[src/rtl/mips_inst_encoder_if.sv]
// Request and IMEM-write bundle for mips_inst_encoder.
//   master : request source / IMEM sink side (drives in_*, im_ready)
//   slave  : the encoder (drives in_ready, im_we, im_addr, im_wdata)
// Signals:
//   in_valid/in_ready          request handshake
//   in_mnem                    mnemonic index 0..53
//   in_rs/in_rt/in_rd/in_shamt register and shift fields
//   in_imm, in_target          immediate and jump target fields
//   im_we/im_ready             IMEM write handshake
//   im_addr, im_wdata          IMEM word address and encoded word
interface mips_inst_encoder_if #(
   parameter int AW = 11
) ();
   logic          in_valid;
   logic          in_ready;
   logic [5:0]    in_mnem;
   logic [4:0]    in_rs;
   logic [4:0]    in_rt;
   logic [4:0]    in_rd;
   logic [4:0]    in_shamt;
   logic [15:0]   in_imm;
   logic [25:0]   in_target;
   logic          im_we;
   logic [AW-1:0] im_addr;
   logic [31:0]   im_wdata;
   logic          im_ready;

   modport master (
      output in_valid, in_mnem, in_rs, in_rt, in_rd, in_shamt, in_imm, in_target,
      output im_ready,
      input  in_ready, im_we, im_addr, im_wdata
   );

   modport slave (
      input  in_valid, in_mnem, in_rs, in_rt, in_rd, in_shamt, in_imm, in_target,
      input  im_ready,
      output in_ready, im_we, im_addr, im_wdata
   );
endinterface

[src/rtl/mips_inst_encoder.sv]
// Sequential MIPS instruction encoder/loader. Takes symbolic instruction
// requests, encodes each to a 32-bit MIPS32 word and writes the words to
// consecutive IMEM addresses starting at a base address given with start.
// Ports:
//   clk, rst_n   clock (rising edge), async active-low reset
//   start        1-cycle pulse, begins a session at base_addr
//   base_addr    first word address of the session
//   bus          request + IMEM write bundle (slave side)
//   illegal      1-cycle pulse after an accepted out-of-range mnemonic
//   full         session capacity (DEPTH words) reached
//   word_count   words written in the current session
//
// state  | meaning
// S_IDLE | no session yet, requests not accepted
// S_RUN  | session open, requests accepted while capacity remains
// S_FULL | DEPTH words written, requests stall until next start
module mips_inst_encoder #(
   parameter int AW    = 11,
   parameter int DEPTH = 2048
) (
   input  logic                clk,
   input  logic                rst_n,
   input  logic                start,
   input  logic [AW-1:0]       base_addr,
   mips_inst_encoder_if.slave  bus,
   output logic                illegal,
   output logic                full,
   output logic [AW:0]         word_count
);

   typedef enum logic [1:0] {S_IDLE, S_RUN, S_FULL} state_t;

   localparam logic [AW+1:0] DEPTH_W = (AW+2)'(DEPTH);

   state_t        state, state_nxt;
   logic [AW-1:0] ptr;
   logic          accept;
   logic          legal;
   logic          wr_done;
   logic [31:0]   enc;
   logic [AW:0]   wc_nxt;
   logic [AW+1:0] wc_pend;

   function automatic logic [31:0] r_fmt(input logic [4:0] rs, input logic [4:0] rt,
                                         input logic [4:0] rd, input logic [4:0] sh,
                                         input logic [5:0] fn);
      return {6'd0, rs, rt, rd, sh, fn};
   endfunction

   function automatic logic [31:0] i_fmt(input logic [5:0] op, input logic [4:0] rs,
                                         input logic [4:0] rt, input logic [15:0] imm);
      return {op, rs, rt, imm};
   endfunction

   assign wr_done = bus.im_we && bus.im_ready;
   assign accept  = bus.in_valid && bus.in_ready;
   assign wc_nxt  = word_count + {{AW{1'b0}}, wr_done};
   // words written plus the one in flight; a new request needs room beyond both
   assign wc_pend = {1'b0, word_count} + {{(AW+1){1'b0}}, bus.im_we};

   always_comb begin
      enc   = 32'd0;
      legal = 1'b1;
      case (bus.in_mnem)
         6'd0:  enc = r_fmt(bus.in_rs, bus.in_rt, bus.in_rd, 5'd0, 6'h20);
         6'd1:  enc = r_fmt(bus.in_rs, bus.in_rt, bus.in_rd, 5'd0, 6'h21);
         6'd2:  enc = r_fmt(bus.in_rs, bus.in_rt, bus.in_rd, 5'd0, 6'h22);
         6'd3:  enc = r_fmt(bus.in_rs, bus.in_rt, bus.in_rd, 5'd0, 6'h23);
         6'd4:  enc = r_fmt(bus.in_rs, bus.in_rt, bus.in_rd, 5'd0, 6'h24);
         6'd5:  enc = r_fmt(bus.in_rs, bus.in_rt, bus.in_rd, 5'd0, 6'h25);
         6'd6:  enc = r_fmt(bus.in_rs, bus.in_rt, bus.in_rd, 5'd0, 6'h26);
         6'd7:  enc = r_fmt(bus.in_rs, bus.in_rt, bus.in_rd, 5'd0, 6'h27);
         6'd8:  enc = r_fmt(bus.in_rs, bus.in_rt, bus.in_rd, 5'd0, 6'h2A);
         6'd9:  enc = r_fmt(bus.in_rs, bus.in_rt, bus.in_rd, 5'd0, 6'h2B);
         6'd10: enc = r_fmt(5'd0, bus.in_rt, bus.in_rd, bus.in_shamt, 6'h00);
         6'd11: enc = r_fmt(5'd0, bus.in_rt, bus.in_rd, bus.in_shamt, 6'h02);
         6'd12: enc = r_fmt(5'd0, bus.in_rt, bus.in_rd, bus.in_shamt, 6'h03);
         6'd13: enc = r_fmt(bus.in_rs, bus.in_rt, bus.in_rd, 5'd0, 6'h04);
         6'd14: enc = r_fmt(bus.in_rs, bus.in_rt, bus.in_rd, 5'd0, 6'h06);
         6'd15: enc = r_fmt(bus.in_rs, bus.in_rt, bus.in_rd, 5'd0, 6'h07);
         6'd16: enc = r_fmt(bus.in_rs, 5'd0, 5'd0, 5'd0, 6'h08);
         6'd17: enc = i_fmt(6'h08, bus.in_rs, bus.in_rt, bus.in_imm);
         6'd18: enc = i_fmt(6'h09, bus.in_rs, bus.in_rt, bus.in_imm);
         6'd19: enc = i_fmt(6'h0C, bus.in_rs, bus.in_rt, bus.in_imm);
         6'd20: enc = i_fmt(6'h0D, bus.in_rs, bus.in_rt, bus.in_imm);
         6'd21: enc = i_fmt(6'h0E, bus.in_rs, bus.in_rt, bus.in_imm);
         6'd22: enc = i_fmt(6'h0F, 5'd0, bus.in_rt, bus.in_imm);
         6'd23: enc = i_fmt(6'h23, bus.in_rs, bus.in_rt, bus.in_imm);
         6'd24: enc = i_fmt(6'h2B, bus.in_rs, bus.in_rt, bus.in_imm);
         6'd25: enc = i_fmt(6'h04, bus.in_rs, bus.in_rt, bus.in_imm);
         6'd26: enc = i_fmt(6'h05, bus.in_rs, bus.in_rt, bus.in_imm);
         6'd27: enc = i_fmt(6'h0A, bus.in_rs, bus.in_rt, bus.in_imm);
         6'd28: enc = i_fmt(6'h0B, bus.in_rs, bus.in_rt, bus.in_imm);
         6'd29: enc = {6'h02, bus.in_target};
         6'd30: enc = {6'h03, bus.in_target};
         6'd31: enc = r_fmt(bus.in_rs, bus.in_rt, 5'd0, 5'd0, 6'h1A);
         6'd32: enc = r_fmt(bus.in_rs, bus.in_rt, 5'd0, 5'd0, 6'h1B);
         6'd33: enc = r_fmt(bus.in_rs, bus.in_rt, 5'd0, 5'd0, 6'h18);
         6'd34: enc = r_fmt(bus.in_rs, bus.in_rt, 5'd0, 5'd0, 6'h19);
         6'd35: enc = i_fmt(6'h01, bus.in_rs, 5'd1, bus.in_imm);
         6'd36: enc = r_fmt(bus.in_rs, 5'd0, bus.in_rd, 5'd0, 6'h09);
         6'd37: enc = i_fmt(6'h24, bus.in_rs, bus.in_rt, bus.in_imm);
         6'd38: enc = i_fmt(6'h25, bus.in_rs, bus.in_rt, bus.in_imm);
         6'd39: enc = i_fmt(6'h20, bus.in_rs, bus.in_rt, bus.in_imm);
         6'd40: enc = i_fmt(6'h21, bus.in_rs, bus.in_rt, bus.in_imm);
         6'd41: enc = i_fmt(6'h28, bus.in_rs, bus.in_rt, bus.in_imm);
         6'd42: enc = i_fmt(6'h29, bus.in_rs, bus.in_rt, bus.in_imm);
         6'd43: enc = 32'h0000_000D;
         6'd44: enc = 32'h0000_000C;
         6'd45: enc = 32'h4200_0018;
         6'd46: enc = r_fmt(bus.in_rs, bus.in_rt, 5'd0, 5'd0, 6'h34);
         6'd47: enc = r_fmt(5'd0, 5'd0, bus.in_rd, 5'd0, 6'h10);
         6'd48: enc = r_fmt(5'd0, 5'd0, bus.in_rd, 5'd0, 6'h12);
         6'd49: enc = r_fmt(bus.in_rs, 5'd0, 5'd0, 5'd0, 6'h11);
         6'd50: enc = r_fmt(bus.in_rs, 5'd0, 5'd0, 5'd0, 6'h13);
         6'd51: enc = {6'h10, 5'd0, bus.in_rt, bus.in_rd, 11'd0};
         // core decoder keys MTC0 on funct 000100 as well as the rs=00100 field
         6'd52: enc = {6'h10, 5'd4, bus.in_rt, bus.in_rd, 5'd0, 6'h04};
         6'd53: enc = {6'h1C, bus.in_rs, 5'd0, bus.in_rd, 5'd0, 6'h20};
         default: legal = 1'b0;
      endcase
   end

   always_ff @(posedge clk or negedge rst_n) begin
      if (!rst_n) state <= S_IDLE;
      else        state <= state_nxt;
   end

   always_comb begin
      state_nxt = state;
      if (start) begin
         state_nxt = S_RUN;
      end else begin
         case (state)
            S_RUN:   if ({1'b0, wc_nxt} == DEPTH_W) state_nxt = S_FULL;
            default: state_nxt = state;
         endcase
      end
   end

   always_comb begin
      bus.in_ready = (state == S_RUN) && !start && (!bus.im_we || bus.im_ready) &&
                     (wc_pend < DEPTH_W);
      full         = (state == S_FULL);
   end

   // ptr is the address the next accepted word will use; it runs one ahead
   // of the completed-write count while a word is in flight.
   always_ff @(posedge clk or negedge rst_n) begin
      if (!rst_n) begin
         ptr          <= '0;
         word_count   <= '0;
         illegal      <= 1'b0;
         bus.im_we    <= 1'b0;
         bus.im_addr  <= '0;
         bus.im_wdata <= 32'd0;
      end else begin
         illegal <= accept && !legal;
         if (start) begin
            ptr        <= base_addr;
            word_count <= '0;
            bus.im_we  <= 1'b0;
         end else begin
            word_count <= wc_nxt;
            if (accept && legal) begin
               bus.im_we    <= 1'b1;
               bus.im_addr  <= ptr;
               bus.im_wdata <= enc;
               ptr          <= ptr + 1'b1;
            end else if (wr_done) begin
               bus.im_we <= 1'b0;
            end
         end
      end
   end

endmodule

[src/flat_wrapper.sv]
// flat-port wrapper written by rule: the top's interface ports become plain ports
module mips_inst_encoder_flat 
#(
   parameter int AW    = 11,
   parameter int DEPTH = 2048
)
  (clk, rst_n, start, base_addr, illegal, full, word_count, bus_in_valid, bus_in_mnem, bus_in_rs, bus_in_rt, bus_in_rd, bus_in_shamt, bus_in_imm, bus_in_target, bus_im_ready, bus_in_ready, bus_im_we, bus_im_addr, bus_im_wdata);
  mips_inst_encoder_if #(.AW(AW)) bus_i ();
  input  logic clk;
  input  logic rst_n;
  input  logic start;
  input  logic [AW-1:0] base_addr;
  output logic illegal;
  output logic full;
  output logic [AW:0] word_count;
  input wire logic [$bits(bus_i.in_valid)-1:0] bus_in_valid;
  input wire logic [$bits(bus_i.in_mnem)-1:0] bus_in_mnem;
  input wire logic [$bits(bus_i.in_rs)-1:0] bus_in_rs;
  input wire logic [$bits(bus_i.in_rt)-1:0] bus_in_rt;
  input wire logic [$bits(bus_i.in_rd)-1:0] bus_in_rd;
  input wire logic [$bits(bus_i.in_shamt)-1:0] bus_in_shamt;
  input wire logic [$bits(bus_i.in_imm)-1:0] bus_in_imm;
  input wire logic [$bits(bus_i.in_target)-1:0] bus_in_target;
  input wire logic [$bits(bus_i.im_ready)-1:0] bus_im_ready;
  output wire logic [$bits(bus_i.in_ready)-1:0] bus_in_ready;
  output wire logic [$bits(bus_i.im_we)-1:0] bus_im_we;
  output wire logic [$bits(bus_i.im_addr)-1:0] bus_im_addr;
  output wire logic [$bits(bus_i.im_wdata)-1:0] bus_im_wdata;
  assign bus_i.in_valid = bus_in_valid;
  assign bus_i.in_mnem = bus_in_mnem;
  assign bus_i.in_rs = bus_in_rs;
  assign bus_i.in_rt = bus_in_rt;
  assign bus_i.in_rd = bus_in_rd;
  assign bus_i.in_shamt = bus_in_shamt;
  assign bus_i.in_imm = bus_in_imm;
  assign bus_i.in_target = bus_in_target;
  assign bus_i.im_ready = bus_im_ready;
  assign bus_in_ready = bus_i.in_ready;
  assign bus_im_we = bus_i.im_we;
  assign bus_im_addr = bus_i.im_addr;
  assign bus_im_wdata = bus_i.im_wdata;
  mips_inst_encoder #(.AW(AW), .DEPTH(DEPTH)) u_core (.clk(clk), .rst_n(rst_n), .start(start), .base_addr(base_addr), .bus(bus_i), .illegal(illegal), .full(full), .word_count(word_count));
endmodule
[config.mk]
export PLATFORM = sky130hd
export DESIGN_NAME = mips_inst_encoder_flat
export DESIGN_NICKNAME = d
export VERILOG_FILES = /design/src/rtl/mips_inst_encoder_if.sv /design/src/rtl/mips_inst_encoder.sv /design/src/flat_wrapper.sv
export SDC_FILE = /design/constraint.sdc
export NUM_CORES = 1
export LEC_CHECK = 0
export BUFFER_PORTS_ARGS = -buffer_cell sky130_fd_sc_hd__clkbuf_2
export CORE_MARGIN = 10
export CORE_UTILIZATION = 53
export CTS_BUF_LIST = sky130_fd_sc_hd__clkbuf_4
export DETAILED_ROUTE_END_ITERATION = 16
export PLACE_DENSITY = 0.91
export SYNTH_ARGS = -nofsm -noshare
export SYNTH_HDL_FRONTEND = slang
export SYNTH_SLANG_ARGS = --single-unit
[constraint.sdc]
create_clock -name clk -period 2.45 [get_ports clk]
set_clock_uncertainty 0.05 [all_clocks]
set_input_delay 0.245 -clock clk [delete_from_list [all_inputs] [get_ports clk]]
set_output_delay 0.245 -clock clk [all_outputs]
set_load 0.01 [all_outputs]
======== Yosys cells after proc, flatten, opt, wreduce, memory -nomap -nowiden ========
Cells that the tools add are included.
cells by class
  $add $sub $neg .......................... 3
  multipliers ............................. 0
  divide/modulo/power cells ............... 0
  $lt $le $gt $ge ......................... 1
  eq/ne operators ......................... 56
  shifts and indexed selects .............. 0
  muxes and demuxes ....................... 11
  bitwise operators ....................... 1
  reduce and logical (&&, ||, !) cells .... 19
operator list
  kind                                                                             number
  32-bit case mux with 54 select lines                                             1
  6-bit equality test (second input constant)                                      22
  6-bit by 5-bit equality test with 1-bit output (second input constant)           16
  54-bit OR reduction                                                              1
  6-bit by 4-bit equality test with 1-bit output (second input constant)           8
  6-bit by 3-bit equality test with 1-bit output (second input constant)           4
  11-bit 2-to-1 mux                                                                2
  12-bit by 1-bit adder with 13-bit output                                         1
  13-bit by 12-bit less-than comparator with 1-bit output (second input constant)  1
  12-bit by 1-bit adder with 12-bit output                                         1
  12-bit equality test (second input constant)                                     1
  6-bit by 2-bit equality test with 1-bit output (second input constant)           2
  12-bit 2-to-1 mux                                                                1
  11-bit by 1-bit adder with 11-bit output (second input constant)                 1
  1-bit logical AND                                                                7
  6-bit by 1-bit equality test with 1-bit output (second input constant)           1
  6-bit zero test                                                                  1
  2-bit 2-to-1 mux                                                                 3
  2-bit nonzero test                                                               3
  1-bit 2-to-1 mux                                                                 4
  2-bit AND reduction                                                              2
  1-bit zero test                                                                  3
  3-bit nonzero test                                                               1
  2-bit by 1-bit equality test with 1-bit output (second input constant)           1
  3 further kinds                                                                  3
storage, ports and cells
  bits in registers ....................... 70
  bits in latches ......................... 0
  RAM bits ................................ 0
  bits in read-only memories .............. 0
  word-level logic and storage cells ...... 98
  memories kept ........................... 0

======== Longest topological paths before layout ========
Gate-level depths: netlist of the first run.
  word-level depth ........................ 8
  gate-level depth with buffers ........... 9
  depth with buffers taken out ............ 7

======== Least setup slack after synthesis of the first run ========
No wires, ideal clock.
  path type ............................... register -> register
  from .................................... register u_core.word_count[6]
  to ...................................... register u_core.bus.im_wdata[25]
  library setup time ...................... 0.126 ns
  arrival time ............................ 1.772 ns
  path slack .............................. 0.502 ns
  cell stages (with the launch flop) ...... 8
  path buffers ............................ 2
  period minus slack after synthesis ...... 1.948 ns
  cells stage by stage .................... dfrtp_1 > nand4_1 > nor4_4 > or2_1 > buf_6 > buf_6 > nor3_1 > a221o_1
between the ends
  word-level cells in the longest chain between the ends .. 6
ends and longest elaborated chain
  item                                                     RTL line                    source
  from (decl)                                              mips_inst_encoder.sv:28     output logic [AW:0] word_count
  from (signal assigned)                                   mips_inst_encoder.sv:164    word_count <= wc_nxt;
  12-bit by 1-bit adder with 13-bit output                 mips_inst_encoder.sv:59     assign wc_pend = {1'b0, word_count} + {{(AW+1){1'b0}}, bus.im_we};
  13-bit by 12-bit less-than comparator with 1-bit output  mips_inst_encoder.sv:143    (wc_pend < DEPTH_W);
  1-bit logical AND                                        mips_inst_encoder.sv:142    bus.in_ready = (state == S_RUN) && !start && (!bus.im_we || bus.im_ready) &&
  1-bit logical AND                                        mips_inst_encoder.sv:56     assign accept = bus.in_valid && bus.in_ready;
  1-bit logical AND                                        mips_inst_encoder.sv:165    if (accept && legal) begin
  2-bit AND reduction (no source line)                     --
  to (signal assigned)                                     mips_inst_encoder.sv:168    bus.im_wdata <= enc;
  to (decl)                                                mips_inst_encoder_if.sv:37  output in_ready, im_we, im_addr, im_wdata
Every way passes these cells.
A chain may end at the register's enable or synchronous reset.

======== Final worst setup path of the first run ========
  from .................................... register u_core.word_count[6]
  to ...................................... output port bus_in_ready
between the ends
  word-level cells in the longest chain between the ends .. 3
ends and longest elaborated chain
  item                                                     RTL line                  source
  12-bit by 1-bit adder with 13-bit output                 mips_inst_encoder.sv:59
  13-bit by 12-bit less-than comparator with 1-bit output  mips_inst_encoder.sv:143
  1-bit logical AND                                        mips_inst_encoder.sv:142
  to (decl)                                                flat_wrapper.sv:25        output wire logic [$bits(bus_i.in_ready)-1:0] bus_in_ready;
Every way passes these cells.

==> run summary, run 1 <==
## Clock tree
• **insertion delay to the later sink of the worst-skew pair** 0.44 ns
• **buffer count from post-CTS setup fixing** 0
• **maximum buffer depth of the clock tree** 2
• **Resized Gates After CTS** 0
• **number of buffers inserted during clock tree synthesis** 9
• **clock-pin slew on the worst setup and hold paths** 0.12 ns
• **Clk Tree Root Cell** clkbuf_4
• **number of H-tree levels** 3
• **clock tree sinks** 70
• **CTS tree** yes

## Cells and area
• **antenna diode count** 0
• **layout cells sized above 1** 31.0%
• **fill cell count** 644
• **post-layout utilization of the core** 69.9%
• **net count reported at finish** 758
• **area of all sequential standard cells** 0.00175 mm²
• **multi-input logic area** 0.00236 mm²
• **layout overhead on the synthesized area** 29.8%

## Yosys
• **library cell with the largest summed area after synthesis** dfrtp_1
• **library cells used by synthesis** 68
• **Synth top area share** 40.2%
• **Area contributors post-synth** dfrtp_1, nand2_1, nor2_1, a21oi_1, o21ai_0
• **number of synthesized register bits** 70
• **fraction of synthesis flops using an asynchronous set or reset pin** 100%
• **cell with the most instances after synthesis** dfrtp_1
• **Post-Syn Nets** 588
• **portion of the post-synthesis area used by sequential elements** 40.2%
• **Post-synth top cells** dfrtp_1, nand2_1, nor2_1
• **total standard cell area after synthesis** 0.00436 mm²
• **Avg Synthesized Cell Area** 8.70 µm²
• **number of flops mapped to enable cells by yosys** 0
• **Most used DFF post-synth** dfrtp_1
• **Synth Warn #** 0
• **Syn Inst Count** 501

## Floorplanning
• **number of placement rows** 33
• **area of the die** 0.0122 mm²
• **number of placed I/O pins** 143
• **core box area** 0.00809 mm²
• **Die Width** 111 µm
• **die extent in y** 111 µm
• **starting density of the core** 53.8%

## STA
• **number of setup violations in the final report** 0
• **number of max-slew violations in the final report** 0
• **transition time at the pin with the least slew margin** 1.12 ns
• **unrepaired setup endpoints after global routing** no
• **final critical-path share of the clock period** 93.5%
• **post-layout minimum cycle time** 2.29 ns
• **FMAX** 437 MHz
• **Slew headroom** 24.7%
• **total negative slack** 0 ns
• **number of failing hold endpoints at the final stage** 0

## Critical path
• **Crit Path Category** reg2out
• **slowest stage cell, crit path** dfrtp_1
• **reg2reg path depth** 6
• **register-to-register setup slack** 0.19 ns
• **Critical Path Source Type** register
• **CP Max Fanout** 8
• **family of cells with the greatest summed delay on the critical path** simple AND/OR/NAND/NOR gates
• **crit-path max cell delay** 0.48 ns
• **critical path depth** 5
• **endpoint type of the worst setup path** output port
• **worst endpoint required time** 2.15 ns
• **combined buffer and inverter count along the critical path** 2
• **endpoint arrival time on the critical path** 2.00 ns
• **cell-by-cell listing of the critical path** nand4_1 > nor4_4 > buf_4 > nor2_1 > clkbuf_2

## Global routing
• **pin count of the biggest net entering global routing** 36
• **number of global-route vias before repair** 4,839
• **total global-route track usage** 23.4%
• **sum of overflow across all layers after global routing** 0
• **initial antenna violation count** 0
• **wire length of the first global-routing pass** 24,400 µm

## Run status
• **status** finished, final reports clean

## Placed design
• **Port-buffer cells** 142
• **half-perimeter wire length of the detailed placement result** 11,100 µm
• **global placement routability congestion** 0.921

## Drt
• **routed wire length** 14,900 µm
• **average wire length per cell after detail routing** 19.2 µm
• **post-detailed-route via-to-cell ratio** 6.09
• **Residual DRC** 0
• **antenna-violating nets left** 0
• **1st-iter DRT viols** 336
• **number of vias in the routed layout** 4,748
• **number of iterations in the first detailed-routing pass** 6

## Power
• **cell leakage power** 2.64 nW
• **Power Dens Cells** 566 mW/mm²
• **peak supply drop** 388 µV

## Worst hold path
• **count of cells along the worst hold path** 3
• **path category of the worst min-delay check** in2reg

## Flow run
• **Max-Cap Viols** 0

sequential cells by signal (all words and copies together) (netlist names):
signal               count
u_core.bus.im_addr      11
u_core.bus.im_wdata     32
u_core.ptr              11
u_core.word_count       12
u_core.bus.im_we         1
u_core.illegal           1
u_core.state             2
where the power goes:
| group | internal [mW] | switching (mW) |
|---|---|---|
| combinational | 0.395 | 0.507 |
| clock | 0.408 | 0.445 |
| sequential | 1.32 | 0.121 |
per-stage QoR:
step                      instance area [µm²]  power [mW]  hold slack, ns  std cells  setup WS, ns
after floorplan                          4360        1.92          -0.101        501         0.502
after global placement                   5280        2.30           0.161        743         0.311
after detailed placement                 5280        2.34           0.171        743         0.207
after CTS                                5650        3.21         0.00158        780         0.167
after global routing                     5650        3.37         0.00365        780        0.0308
final                                    5650        3.20         0.00686        780         0.159
cell usage in the layout (no fill, tap or decap), drive strengths merged, types with 9 or more instances in the layout:
master	Yosys	final
nor2	60	60
nand2b	9	9
clkbuf	9	150
dfrtp	70	70
nand2	64	64
a31oi	14	14
buf	28	33
xnor2	11	11
inv	12	13
nand3	10	10
a21oi	33	33
a221oi	12	12
dlygate4sd3	0	22
o21ai	32	32
nor3	11	11
metal layers:
metal	wire, µm	global-route usage (%)
met1	5920	26.7
met2	7340	40.5
met3	1260	6.39
met4	416	9.03
met5	0	0
what timing repair did:
action,CTS,global route
setup endpoints to repair,0,0
hold endpoints to repair,34,0
hold buffers,22,0
worst paths after layout:
path / startpoint / to
worst max-delay path: u_core.word_count[6] / bus_in_ready
worst min-delay path: bus_in_rt[0] / u_core.bus.im_wdata[16]
worst max register to register: u_core.word_count[6] / u_core.ptr[6]
worst min register to register: u_core.bus.im_addr[6] / u_core.bus.im_addr[6]
max in group asynchronous: rst_n / u_core.ptr[4]
min in group asynchronous: rst_n / u_core.bus.im_wdata[17]
layout make-up:
type	count	share of cell area (%)
Multi-Input combinational cell	382	41.8
Inverter	12	0.797
Tap cell	105	2.32
Clock buffer	9	1.20
Timing Repair Buffer	196	21.4
Sequential cell	70	31.0
Clock inverter	6	1.53
logic make-up (layout without fill, tap and decap cells):
kind of cell	after synthesis	count (layout)	synth area share, %
AOI/OAI and AO/OA	147	147	24.1
and+or+nand+nor	211	211	24.7
buffers and inverters	49	223	5.69
muxes	4	4	0.948
DFF	70	70	40.2
xor gates and xnor gates	16	16	3.22
adders and majority gates	4	4	1.09
worst reg2reg max path, stage by stage, from the launching register on:
cell and delay, ns:
dfrtp_1 0.48, nand4_1 0.29, nor4_4 0.40, or2_2 0.38, buf_4 0.25, nor2_2 0.05
a222oi_1 0.27
(Power assumes the default switching activity.)
==> run 2, diff against run 1 <==
- REMOVE_ABC_BUFFERS: unset -> 1
- SKIP_CTS_REPAIR_TIMING: unset -> 1
==> run summary, run 2 (synthesized netlist as in run 1, its figures left out) <==
## STA
• **number of failing hold endpoints at the final stage** 1, +1
• **number of max-slew violations in the final report** 0, unchanged
• **unrepaired setup endpoints after global routing** no
• **crit path setup slack, layout** 0.222 ns, +0.0630 ns
• **minimum hold slack** -0.0101 ns, -0.0169 ns
• **post-layout minimum cycle time** 2.23 ns, -0.0630 ns
• **total negative slack** 0 ns, unchanged
• **Slew headroom** 57.2%, +33 points
• **transition time at the pin with the least slew margin** 0.641 ns, -0.482 ns
• **number of setup violations in the final report** 0, unchanged
• **final critical-path share of the clock period** 90.9%, -2.6 points
• **FMAX** 449 MHz, +2.8%

## Power
• **Power Dens Cells** 596 mW/mm², +5.3%
• **relative contribution of combinational cells to total power** 26.8%, -1.4 points
• **cell leakage power** 2.57 nW, -2.6%
• **switch share** 32.4%, -1.1 points
• **fraction of power consumed by sequential logic** 43.9%, -1.2 points
• **internal power of the cells** 2.22 mW, +4.5%
• **peak supply drop** 295 µV, -24%
• **clock network fraction of design power** 29.4%, +2.7 points
• **Sw Pwr** 1.07 mW, -0.67%

## Clock tree
• **number of H-tree levels** 3, unchanged
• **clock-pin slew on the worst setup and hold paths** 0.14 ns, +0.02 ns
• **CTS tree** yes
• **maximum buffer depth of the clock tree** 2, unchanged
• **number of buffers inserted during clock tree synthesis** 9, unchanged
• **clock tree sinks** 70, unchanged
• **Clk Tree Root Cell** clkbuf_4
• **insertion delay to the later sink of the worst-skew pair** 0.41 ns, -0.03 ns

## Global routing
• **met2 capacity usage during global routing** 35.3%, -5.2 points
• **number of global-route vias before repair** 4,467, -7.7%
• **pin count of the biggest net entering global routing** 47, +31%
• **total global-route track usage** 22.0%, -1.4 points
• **initial antenna violation count** 1, +1
• **busiest metal layer after global routing** met2
• **sum of overflow across all layers after global routing** 0, unchanged
• **met3 capacity usage during global routing** 5.74%, -0.65 points
• **wire length of the first global-routing pass** 22,700 µm, -6.8%
• **grt met1 use** 27.8%, +1.2 points

## Floorplanning
• **number of placement rows** 33, unchanged
• **die extent in y** 111 µm, unchanged
• **area of the die** 0.0122 mm², unchanged
• **number of placed I/O pins** 143, unchanged
• **starting density of the core** 53.8%, unchanged
• **core box area** 0.00809 mm², unchanged
• **Die Width** 111 µm, unchanged

## Drt
• **Residual DRC** 0, unchanged
• **1st-iter DRT viols** 562, +67%
• **routed wire length** 14,300 µm, -4.2%
• **post-detailed-route via-to-cell ratio** 6.08, about the same
• **antenna-violating nets left** 0, unchanged
• **number of vias in the routed layout** 4,629, -2.5%
• **number of iterations in the first detailed-routing pass** 6, unchanged
• **average wire length per cell after detail routing** 18.8 µm, -1.8%

## Cells and area
• **post-route cell area** 0.00552 mm², -2.4%
• **register ranked first by flip-flop count** u_core.bus.im_wdata
• **net count reported at finish** 737, -2.8%
• **layout cells sized above 1** 30.8%, -0.12 points
• **layout overhead on the synthesized area** 26.6%
• **flip-flop count of the largest register, all copies and words added** 32, unchanged
• **fill cell count** 677, +5.1%
• **multi-input logic area** 0.00237 mm², +0.26%
• **area of all sequential standard cells** 0.00175 mm², unchanged
• **commonest non-fill, non-tap cell in the layout** clkbuf_2
• **registers with the most flip-flops** u_core.bus.im_wdata: 32 flops, u_core.word_count: 12 flops
• **leading cell types in the layout, fill and taps excluded** clkbuf_2, dfrtp_1, nand2_1

## Critical path
• **endpoint type of the worst setup path** register
• **Worst R2R Start** u_core.state[1]
• **endpoint arrival time on the critical path** 2.47 ns, +0.47 ns
• **CP Max Fanout** 15, +7
• **worst endpoint required time** 2.69 ns, +0.54 ns
• **crit path launch** u_core.state[1]
• **Critical Path Source Type** register
• **Crit Path Category** reg2reg

## Run status
• **violated checks** negative hold slack
• **status** complete, but fails checks

## Placed design
• **global placement routability congestion** 0.969, +5.1%
• **Port-buffer cells** 142, unchanged
• **half-perimeter wire length of the detailed placement result** 10,700 µm, -4.0%
• **Setup Slack @ Placement** 0.261 ns, +0.0540 ns
• **placed inst area** 0.00525 mm², -0.64%

## Worst hold path
• **path category of the worst min-delay check** in2reg
• **start point of the worst hold path** bus_in_target[20]

## Flow run
• **Max-Cap Viols** 0, unchanged

-- run 2: cell count changes in the layout (fill, tap and decap cells not counted) --
cell           previous run  this run
buf_12                    3         4
buf_4                    29        21
bufinv_16                 2         3
clkinv_1                  0         1
clkinv_2                  2         0
clkinv_4                  0         1
clkinvlp_4                1         0
diode_2                   0         1
dlygate4sd3_1            22         8
inv_6                     1         2
nor3_2                    1         0
nor3_4                    0         1
-- run 2: routing by layer --
metal  vias to the layer above  part of all wire (%)
met5                         -                     0
met4                         0                   2.1
met3                        33                   9.6
met2                       301                    48
met1                      2163                    40
li1                       2132                     -
-- run 2: final timing paths --
path,depth (start not counted),slack [ns],end
hold reg to reg,2,0.45,u_core.bus.im_addr[7]
min in group asynchronous,2,0.30,u_core.bus.im_wdata[0]
setup / recovery,6,0.22,u_core.bus.im_wdata[2]
max in group asynchronous,3,1.36,u_core.word_count[7]
setup reg to reg,6,0.22,u_core.bus.im_wdata[2]
hold / removal,3,-0.01,u_core.bus.im_wdata[20]
-- run 2: area by class of cell --
class | count | area share [%]
timing repair buffer | 175 | 18.6
inverter | 12 | 0.817
antenna | 1 | 0.0454
sequential | 70 | 31.8
clock inverter | 7 | 2.18
tap | 105 | 2.38
multi-input combinational | 382 | 42.9
clock buffer | 9 | 1.23
-- run 2: critical path, stage by stage (launching register included) --
cell,delay (ns)
dfrtp_1,0.45
nor4b_4,0.31
o2111ai_2,0.24
or2_2,0.48
buf_4,0.23
a2111oi_2,0.24
a21oi_1,0.11
-- run 2: power by group through the flow --
| stage | Clock (mW) | Combinational, mW | Sequential [mW] |
|---|---|---|---|
| 6_report | 0.965 | 0.880 | 1.44 |
| 5_1_grt | 1.03 | 0.970 | 1.47 |
| 3_5_place_dp | 0 | 0.872 | 1.46 |
| 4_1_cts | 0.984 | 0.875 | 1.44 |
| 3_3_place_gp | 0 | 0.851 | 1.45 |
| 2_1_floorplan | 0 | 0.345 | 1.51 |
-- run 2: metrics by stage --
step	utilization (%)	total power [mW]	std cells
4_1_cts	67.1	3.30	752
3_3_place_gp	64.8	2.30	736
3_5_place_dp	64.8	2.33	736
2_1_floorplan	-	1.86	464
5_1_grt	68.2	3.47	761
6_report	68.2	3.29	761
